==> src/rtl/if_id_stage_pkg.sv <==
// Shared constants for the fetch-to-decode pipeline register: NOP encoding,
// zero-register index and instruction field positions.
package if_id_stage_pkg;

    localparam logic [31:0] NOP_ENC = 32'hD503201F;
    localparam int          REG_W   = 5;
    localparam logic [4:0]  XZR     = 5'd31;
    localparam int          RN_LSB  = 5;
    localparam int          RM_LSB  = 16;

endpackage

==> src/rtl/if_id_stage_sat_counter.sv <==
// Saturating up-counter: increments on inc and sticks at all-ones.
module sat_counter #(
    parameter int CNT_W = 16
) (
    input  logic             clk,
    input  logic             reset,
    input  logic             inc,
    output logic [CNT_W-1:0] count
);

    logic [CNT_W-1:0] count_q;
    logic [CNT_W-1:0] count_d;

    always_comb begin
        count_d = count_q;
        if (inc && (count_q != {CNT_W{1'b1}})) begin
            count_d = count_q + 1'b1;
        end
    end

    always_ff @(posedge clk or negedge reset) begin
        if (!reset) begin
            count_q <= '0;
        end else begin
            count_q <= count_d;
        end
    end

    assign count = count_q;

endmodule

==> src/rtl/if_id_stage.sv <==
// Fetch-to-decode pipeline register with load-use hazard detection, branch
// flush, and saturating stall/flush counters for performance debug.
module if_id_stage
    import if_id_stage_pkg::*;
#(
    parameter int                 INSTR_W   = 32,
    parameter int                 PC_W      = 64,
    parameter int                 CNT_W     = 16,
    parameter logic [INSTR_W-1:0] NOP_INSTR = NOP_ENC
) (
    input  logic               clk,
    input  logic               reset,
    input  logic [INSTR_W-1:0] instr_if,
    input  logic [PC_W-1:0]    pc_if,
    input  logic               valid_if,
    input  logic               uses_rm_dec,
    input  logic               MemToReg_ex,
    input  logic               RegWrite_ex,
    input  logic [4:0]         rd_ex,
    input  logic               branch_taken_ex,
    output logic [INSTR_W-1:0] instr_dec,
    output logic [PC_W-1:0]    pc_dec,
    output logic               valid_dec,
    output logic               stall_if,
    output logic               bubble_dec,
    output logic [CNT_W-1:0]   stall_count,
    output logic [CNT_W-1:0]   flush_count
);

    logic [INSTR_W-1:0] instr_q, instr_d;
    logic [PC_W-1:0]    pc_q, pc_d;
    logic               valid_q, valid_d;

    logic [REG_W-1:0] rn;
    logic [REG_W-1:0] rm;
    logic             hazard;
    logic             flush;

    assign rn = instr_q[RN_LSB +: REG_W];
    assign rm = instr_q[RM_LSB +: REG_W];

    // A load writing XZR produces nothing a consumer could depend on.
    assign hazard = valid_q & MemToReg_ex & RegWrite_ex & (rd_ex != XZR) &
                    ((rd_ex == rn) | (uses_rm_dec & (rd_ex == rm)));
    assign flush  = branch_taken_ex;

    assign stall_if   = hazard & ~flush;
    assign bubble_dec = ~valid_q | hazard | flush;

    // Flush wins over a stall: the wrong-path instruction is dropped, so
    // there is nothing left to hold. pc is kept only for debug visibility.
    always_comb begin
        instr_d = instr_if;
        pc_d    = pc_if;
        valid_d = valid_if;
        if (flush) begin
            instr_d = NOP_INSTR;
            pc_d    = pc_q;
            valid_d = 1'b0;
        end else if (hazard) begin
            instr_d = instr_q;
            pc_d    = pc_q;
            valid_d = valid_q;
        end
    end

    always_ff @(posedge clk or negedge reset) begin
        if (!reset) begin
            instr_q <= NOP_INSTR;
            pc_q    <= '0;
            valid_q <= 1'b0;
        end else begin
            instr_q <= instr_d;
            pc_q    <= pc_d;
            valid_q <= valid_d;
        end
    end

    assign instr_dec = instr_q;
    assign pc_dec    = pc_q;
    assign valid_dec = valid_q;

    sat_counter #(.CNT_W(CNT_W)) u_stall_cnt (
        .clk   (clk),
        .reset (reset),
        .inc   (stall_if),
        .count (stall_count)
    );

    sat_counter #(.CNT_W(CNT_W)) u_flush_cnt (
        .clk   (clk),
        .reset (reset),
        .inc   (flush),
        .count (flush_count)
    );

endmodule

==> config.mk <==
export PLATFORM = sky130hd
export DESIGN_NAME = if_id_stage
export DESIGN_NICKNAME = d
export VERILOG_FILES = /design/src/rtl/if_id_stage_pkg.sv /design/src/rtl/if_id_stage_sat_counter.sv /design/src/rtl/if_id_stage.sv
export SDC_FILE = /design/constraint.sdc
export NUM_CORES = 1
export LEC_CHECK = 0
export BUFFER_PORTS_ARGS = -buffer_cell sky130_fd_sc_hd__buf_2
export CAP_MARGIN = 20
export CORE_AREA = 5 5 120 122
export CTS_BUF_LIST = sky130_fd_sc_hd__clkbuf_2 sky130_fd_sc_hd__clkbuf_4 sky130_fd_sc_hd__clkbuf_8
export CTS_CLUSTER_SIZE = 14
export DETAILED_ROUTE_END_ITERATION = 12
export DIE_AREA = 0 0 125 127
export GPL_TIMING_DRIVEN = 0
export PLACE_DENSITY_LB_ADDON = 0.1
export SLEW_MARGIN = 20
export SYNTH_ARGS = -nofsm -noshare
export SYNTH_HDL_FRONTEND = slang
export SYNTH_HIERARCHICAL = 1
export SYNTH_SLANG_ARGS = --single-unit
==> constraint.sdc <==
create_clock -name clk -period 2.63 [get_ports clk]
set_clock_uncertainty 0.15 [all_clocks]
set_input_delay 0.263 -clock clk [delete_from_list [all_inputs] [get_ports clk]]
set_output_delay 0.263 -clock clk [all_outputs]
set_load 0.02 [all_outputs]
### After elaboration in Yosys (flattened, before gate mapping)

Cells that the tools add are included.

* $add $sub $neg: 2
* equal/unequal tests: 6
* muxes and demuxes: 4
* bitwise operators: 12
* reduce and logical (&&, ||, !) cells: 3

Operator list (count)
* $mux 32: 2
* $add 16x1->16 const B: 2
* $ne 16x16->1 const B: 2
* $eq 5x5->1: 2
* $and 1x1->1: 6
* $ne 5x5->1 const B: 1
* $not 1->1: 3
* $or 1x1->1: 3
* $logic_and 1x1->1: 2
* $mux 1: 2
* $ne 2x2->1 const B: 1
* $reduce_and 2->1: 1

* flip-flop bits (word level): 129
* bits of input ports: 108
* output and inout port bits: 131
* logic and storage cells: 32

### Longest topological paths before layout

Gate-level depths: netlist of the first run.

* word-level depth: 6
* gate-level depth with buffers: 10
* depth with buffers taken out: 9

### By module

The synthesis of the first run kept the hierarchy.

By module, submodules not included
* if_id_stage: times used 1, cells an instance 303, area each 4070.2 um^2, seq. area each 2443.6 um^2
* sat_counter: times used 2, cells an instance 72, area each 859.6 um^2, seq. area each 400.4 um^2

### Worst setup path before layout of the first run

No wires, ideal clock.

* path type: register -> register
* start point: register instr_q[16], in the netlist instr_dec[16]
* end point: register u_stall_cnt.count_q[14], in the netlist u_stall_cnt/count[14]
* setup time: 0.132 ns
* arrival: 2.594 ns
* required time: 2.348 ns
* setup slack: -0.246 ns
* stages on the path, launching flop included: 11
* buffers on the path: 1
* period minus slack after synthesis: 2.876 ns
* cells stage by stage: dfstp_2 xnor2_1 nand4_1 o22ai_2 and2_1 buf_2 nor2b_1 nand2_1 nor4_4 nand4_1 xnor2_1

* longest elaborated chain between the ends: 6

RTL lines
* start, declared: RTL line if_id_stage.sv:30 `logic [INSTR_W-1:0] instr_q, instr_d;`
* start signal, assigned: RTL line if_id_stage.sv:73 `instr_q <= instr_d;`
* $eq 5x5->1: RTL line if_id_stage.sv:44 `((rd_ex == rn) | (uses_rm_dec & (rd_ex == rm)));`
* $and 1x1->1: RTL line if_id_stage.sv:44
* $or 1x1->1: RTL line if_id_stage.sv:44
* $and 1x1->1: RTL line if_id_stage.sv:43 `assign hazard = valid_q & MemToReg_ex & RegWrite_ex & (rd_ex != XZR) &`
* $and 1x1->1: RTL line if_id_stage.sv:47 `assign stall_if = hazard & ~flush;`
* via stall_if: RTL line if_id_stage.sv:24 `output logic stall_if,`
* $logic_and 1x1->1: RTL line if_id_stage_sat_counter.sv:16 `if (inc && (count_q != {CNT_W{1'b1}})) begin`
* end signal, assigned: RTL line if_id_stage_sat_counter.sv:25 `count_q <= count_d;`
* end, declared: RTL line if_id_stage_sat_counter.sv:11 `logic [CNT_W-1:0] count_q;`

The timed path passes the listed nets, and every way through them passes these cells.
A chain may end at the register's enable or synchronous reset.

### Worst setup path after layout of the first run

* start point: register instr_q[16], in the netlist instr_dec[16]
* end point: register u_stall_cnt.count_q[15], in the netlist u_stall_cnt/count[15]

* longest elaborated chain between the ends: 6

RTL lines (RTL line)
* $eq 5x5->1: if_id_stage.sv:44
* $and 1x1->1: if_id_stage.sv:44
* $or 1x1->1: if_id_stage.sv:44
* $and 1x1->1: if_id_stage.sv:43
* $and 1x1->1: if_id_stage.sv:47
* $logic_and 1x1->1: if_id_stage_sat_counter.sv:16

Every way passes these cells.

==> flow_summary.yaml, run 1 <==
critical_path:
  critPathCaptureType: "flip-flop"
  critical_path_class: "flip-flop to flip-flop"
  path_max_fanout: 5
  cp.required_ns: 2.80
  cp-start-kind: "flip-flop"
  rr_worst_depth: 10
  worstPathArrival_ns: 2.74
final_layout:
  mostFrequentLayoutCells: "buf_2 (238), dfrtp_1 (116), dlygate4sd3_1 (98)"
  seqCellArea_um2: 3240
  fin_nets: 921
  layout_commonest_cell: "buf_2"
  num-fill-cells: 1002
  stdcell_count: 1000
  final_layout_size_suffix_gt1_frac: 0.416
  syn2layout_area_growth_pct: 50.8
  multi_input_area_um2: 2440
  antennaDiodeCount: 0
synthesis:
  synth_fp_nets: 557
  synth_compound_area_frac: 0.0607
  ys_ff_latch: 129
  synth.avg_cell_area_um2: 13.0
  ys_types: 39
  yosys.area_share.simple: 0.165
  synth.area.top_cells: "dfrtp_1 (50%), mux2_1 (9.9%), dfstp_2 (5.9%)"
  synth_top_cell_by_area: "dfrtp_1"
  synthMuxAreaShare: 0.151
  seq_area_frac_synth: 0.560
  synthCells: 447
  netlist_area_um2: 5790
  synth_top_area_share: 0.501
  yosys_warnings: 6
  synth-adder-area-share: 0.00432
  synth_xor_area_frac: 0.0363
  synth_top_family_by_area: "simple AND/OR/NAND/NOR gates"
clocking:
  clk_pin_slew_ns: 0.07
  cts_tree: "built"
  numCtsBuffers: 17
  insertion_delay_ns: 0.43
  htreeDepth: 4
  cts.sinks: 129
  cts-root-buf: "clkbuf_8"
  clk_path_buf_depth: 2
timing:
  drv_slew: 0
  period_needed_ns: 2.58
  setup_slack_ns: 0.0539
  slew_headroom: 0.658
  fmax_mhz: 388
  setup_viol: 0
  rsz0062_at_grt: "yes"
  hold_viol_final: 0
  period_share: 0.980
  worst_pin_slew_ns: 0.513
floorplanning:
  chipHeight_um: 127
  row_count: 42
  ioPinCount: 239
  start_util: 0.442
  dieArea_um2: 15900
  core-area_um2: 13100
  die_x_um: 125
worst_hold_path:
  min_path_type: "primary input to flip-flop"
  min_path_cells: 3
route:
  routed_wl_um: 16700
  wl_per_cell_um: 16.7
  drtIter0Drc: 189
  via_count: 4966
  drcViolationCount: 0
  first_pass_iters: 4
  ant_nets: 0
  viasPerCell: 4.97
global_routing:
  grtUsageTotal: 0.212
  gr-total-overflow: 0
  grt_pass1_wl_um: 27400
  grt_max_degree: 71
  grt_pass1_vias: 5271
  antenna_found_initial: 0
placed_design:
  placedCellCount: 862
  hpwl_um: 11600
  preCtsSetupSlack_ns: 0.0139
  port_buffers: 238
  place_congestion: 0.818
pwr:
  power.density_nw_per_um2: 583
  ir_drop_v: 0.000544
  p_leak_uw: 0.00411
status:
  outcome: "completed"
job:
  cap_violations: 0
cells in the mapped netlist:
| cell | n |
|---|---|
| a21oi_1 | 8 |
| a31oi_1 | 7 |
| a32oi_1 | 2 |
| and2_1 | 1 |
| and3_1 | 5 |
| and4_1 | 2 |
| and4_2 | 2 |
| and4_4 | 2 |
| and4b_1 | 2 |
| buf_2 | 3 |
| buf_4 | 2 |
| buf_6 | 5 |
| clkbuf_1 | 12 |
| dfrtp_1 | 116 |
| dfstp_2 | 13 |
| ha_1 | 2 |
| mux2_1 | 51 |
| mux2_2 | 15 |
| mux2i_1 | 13 |
| nand2_1 | 11 |
| nand2b_1 | 19 |
| nand3_1 | 12 |
| nand3_4 | 2 |
| nand4_1 | 17 |
| nand4_2 | 2 |
| nand4_4 | 2 |
| nand4b_1 | 19 |
| nor2_1 | 31 |
| nor2_2 | 2 |
| nor2b_1 | 1 |
| nor3_2 | 2 |
| nor4_4 | 4 |
| o211ai_1 | 2 |
| o21a_1 | 10 |
| o21ai_0 | 21 |
| o22ai_2 | 1 |
| o31ai_4 | 2 |
| xnor2_1 | 20 |
| xor2_1 | 4 |
worst paths after layout:
| kind | slack [ns] | end | from |
|---|---|---|---|
| max in group asynchronous | 1.46 | pc_dec[57]$_DFFE_PN0P_ | reset |
| setup reg to reg | 0.05 | u_stall_cnt/count[15]$_DFFE_PN0P_ | instr_dec[16]$_DFFE_PN1P_ |
| setup / recovery | 0.05 | u_stall_cnt/count[15]$_DFFE_PN0P_ | instr_dec[16]$_DFFE_PN1P_ |
| hold reg to reg | 0.33 | pc_dec[58]$_DFFE_PN0P_ | pc_dec[58]$_DFFE_PN0P_ |
| min in group asynchronous | 0.19 | pc_dec[27]$_DFFE_PN0P_ | reset |
| hold / removal | 0.05 | u_flush_cnt/count[0]$_DFFE_PN0P_ | branch_taken_ex |
worst max-delay path, cell delays in order (launching register included):
cell and delay [ns]:
dfstp_2 0.55, xnor2_1 0.11, nand4_1 0.12, o22ai_2 0.23, and2_4 0.20, buf_6 0.09
nor2b_4 0.19, nand4_1 0.18, nor4_4 0.35, and4b_1 0.24, a21oi_1 0.06
metal layers:
layer  part of all wire  global-route usage  vias to the layer above  wire length, µm
met4              0.013              0.0555                        0              219
met5                  0                   0                        -                0
met2               0.49               0.363                      182             8270
li1                   -                   -                     2360                -
met3              0.078              0.0755                       17             1300
met1               0.41               0.257                     2407             6930
stage by stage:
| step | utilization | instance area (µm²) | hold WS [ns] | setup TNS, ns | power [µW] |
|---|---|---|---|---|---|
| 3_3_place_gp | 0.551 | 7210 | 0.311 | -57.84 | 3210 |
| 5_1_grt | 0.667 | 8730 | 0.0379 | -0.104 | 5330 |
| 2_1_floorplan | - | 5800 | -0.183 | 0 | 2830 |
| 3_5_place_dp | 0.554 | 7250 | 0.0766 | 0 | 3240 |
| 4_1_cts | 0.661 | 8650 | 0.0142 | -0.00870 | 5140 |
| 6_report | 0.667 | 8730 | 0.0528 | 0 | 5090 |
cell families after synthesis:
| kind of cell | count (synthesis) |
|---|---|
| flip-flops | 129 |
| XOR/XNOR | 24 |
| buffers and inverters | 22 |
| AO/OA/AOI/OAI | 53 |
| multiplexers | 79 |
| adder cells (fa/ha/maj) | 2 |
| AND/OR/NAND/NOR | 138 |
sequential cells by signal, summed over array words and instances, names as in the netlist:
name / cells
u_flush_cnt/count: 16
instr_dec: 32
u_stall_cnt/count: 16
valid_dec: 1
pc_dec: 64
power breakdown:
part | switching, µW | internal [µW]
sequential | 145 | 2170
combinational | 564 | 449
clock | 760 | 1000
what timing repair did:
item,in CTS,in global routing
hold buffers,98,0
setup buffers,1,7
endpoints found under the hold margin,156,0
gates resized for setup,2,8
pin swaps,1,6
endpoints found under the setup margin,5,8
cloned,0,0
layout make-up:
type                    instances  area share
plain buffers                  22      0.0162
clock inverters                11      0.0156
clock buffers                  21      0.0317
well taps                     176      0.0252
flip-flops and latches        129       0.372
repair buffers                345       0.261
multi-input cells             296       0.279
No activity file was read; power rests on OpenSTA's default activity.
==> run 2, diff against run 1 <==
==> constraint.sdc (replaced) <==
create_clock -name clk -period 2.63 [get_ports clk]
set_clock_uncertainty 0.15 [all_clocks]
set_input_delay 0.1315 -clock clk [delete_from_list [all_inputs] [get_ports clk]]
set_output_delay 0.1315 -clock clk [all_outputs]
set_load 0.02 [all_outputs]
==> run 2 against run 1 <==
Die area is the same. Maximum frequency shrank 0.44%. Wire length grew 0.65%.
==> flow_summary.yaml, run 2 (same netlist as run 1, synthesis figures left out) <==
pwr:
  p_int_uw: 3620
  p_leak_uw: 0.00414
  clkPwrFrac: 0.345
  p_sw_uw: 1470
  power.density_nw_per_um2: 581
  power_uw: 5090
  ir_drop_v: 0.000550
  seq_power_share: 0.454
  p_comb_frac: 0.200
  switching_share: 0.289
critical_path:
  cp-start-kind: "flip-flop"
  slowest_stage: "dfrtp_1"
  crit_path_cell_trace: "xnor2_1 -> nand3_1 -> o22ai_2 -> and2_4 -> buf_6 -> nor2b_4 -> buf_4 -> and3_1 -> and4_2 -> o211ai_1 -> o21a_1"
  crit_cells: 11
  critPathBufInv: 2
  crit_path_start: "instr_dec[5]$_DFFE_PN0P_"
  slowest_delay_ns: 0.41
  critPathTopFamily: "simple AND/OR/NAND/NOR gates"
  regToRegSetupSlack_ns: 0.04
  critical_path_class: "flip-flop to flip-flop"
  regToRegEndpoint: "u_stall_cnt/count[5]$_DFFE_PN0P_"
  critPathCaptureType: "flip-flop"
  rr_worst_depth: 11
  worstPathArrival_ns: 2.77
  endpoint: "u_stall_cnt/count[5]$_DFFE_PN0P_"
  cp.required_ns: 2.81
  worst_r2r_startpoint: "instr_dec[5]$_DFFE_PN0P_"
  path_max_fanout: 6
route:
  wl_per_cell_um: 16.8
  drtIter0Drc: 177
  via_count: 4988
  drcViolationCount: 0
  routed_wl_um: 16800
  ant_nets: 0
  viasPerCell: 4.97
  first_pass_iters: 6
floorplanning:
  row_count: 42
  core-area_um2: 13100
  ioPinCount: 239
  start_util: 0.442
  dieArea_um2: 15900
  die_x_um: 125
  chipHeight_um: 127
final_layout:
  utilization: 0.670
  layout_commonest_cell: "buf_2"
  largest_reg_flops: 64
  syn2layout_area_growth_pct: 51.4
  mostFrequentLayoutCells: "buf_2 (239), dfrtp_1 (116), dlygate4sd3_1 (99)"
  fin_nets: 924
  final_layout_size_suffix_gt1_frac: 0.418
  antennaDiodeCount: 0
  num-fill-cells: 996
timing:
  period_share: 0.984
  drv_slew: 0
  fin_hold_ws_ns: 0.0602
  slew_headroom: 0.649
  setup_viol: 0
  fmax_mhz: 386
  worst_pin_slew_ns: 0.526
  period_needed_ns: 2.59
  hold_viol_final: 0
job:
  cap_violations: 0
clocking:
  numCtsBuffers: 17
  clk_path_buf_depth: 2
  cts-root-buf: "clkbuf_8"
  htreeDepth: 4
  cts.sinks: 129
  insertion_delay_ns: 0.43
  cts_tree: "built"
  clk_pin_slew_ns: 0.08
status:
  outcome: "completed"
global_routing:
  gr-total-overflow: 0
  grt_pass1_wl_um: 27400
  grt_max_degree: 71
  antenna_found_initial: 0
  grtUsageTotal: 0.212
  grt_pass1_vias: 5277
placed_design:
  place_congestion: 0.818
  port_buffers: 238
  hpwl_um: 11600
worst_hold_path:
  min_path_type: "primary input to async pin"
run 2: changes by cell type in the layout (fill, tap and decap cells not counted), sizes merged:
cell / before / now
buf: 257 / 259
dlygate4sd3: 98 / 99
run 2: worst register-to-register path: cells and delay by family, from the launching register on:
kind	cells	cell delay (ns)
AO/OA/AOI/OAI	3	0.46
XOR/XNOR	1	0.19
buffers and inverters	2	0.26
flip-flops	1	0.41
AND/OR/NAND/NOR	5	1.03
run 2: worst min path at each step:
stage,slack [ns],depth (start not counted),start,endpoint
2_1_floorplan,-0.31,0,reset,instr_dec[10]$_DFFE_PN0P_
3_3_place_gp,0.20,2,pc_if[15],pc_dec[15]$_DFFE_PN0P_
3_5_place_dp,-0.05,1,reset,pc_dec[27]$_DFFE_PN0P_
4_1_cts,0.06,2,reset,pc_dec[27]$_DFFE_PN0P_
5_1_grt,0.08,2,reset,pc_dec[10]$_DFFE_PN0P_
6_report,0.06,2,reset,pc_dec[27]$_DFFE_PN0P_
run 2: through the flow:
step	worst slack (ns)	TNS, ns	std cells	instance area [µm²]
2_1_floorplan	0.116	0	447	5800
3_3_place_gp	-0.375	-42.59	861	7210
3_5_place_dp	0.0139	0	862	7250
4_1_cts	0.0199	0	994	8660
5_1_grt	-0.0833	-0.323	1003	8760
6_report	0.0425	0	1003	8760
run 2: repair_timing:
item | in CTS | in global routing
setup endpoints to repair | 3 | 9
hold buffers | 99 | 0
endpoints found under the hold margin | 228 | 0
setup buffers | 1 | 9
pin swaps | 0 | 7
resized for setup | 0 | 10
run 2: layout make-up:
type / instances / area, µm² / share of cell area
Sequential cell: 129 / 3240 / 0.370
Multi-Input combinational cell: 296 / 2450 / 0.279
Timing Repair Buffer: 348 / 2290 / 0.262
Clock buffer: 21 / 277 / 0.0316
Tap cell: 176 / 220 / 0.0251
Buffer: 22 / 141 / 0.0161
Clock inverter: 11 / 136 / 0.0156
run 2: power by group through the flow:
stage               registers, µW  logic, µW  clock network, µW
floorplan                    2560        273                  0
global placement             2340        875                  0
detailed placement           2350        895                  0
CTS                          2310       1020               1810
global route                 2340       1100               1900
finish                       2310       1020               1760
run 2: routing by layer:
metal  part of all wire  track usage  up-vias
met3              0.077       0.0755       22
met4              0.014       0.0555        0
met5                  0            0        -
met2               0.49        0.364      198
met1               0.42        0.256     2399
li1                   -            -     2369
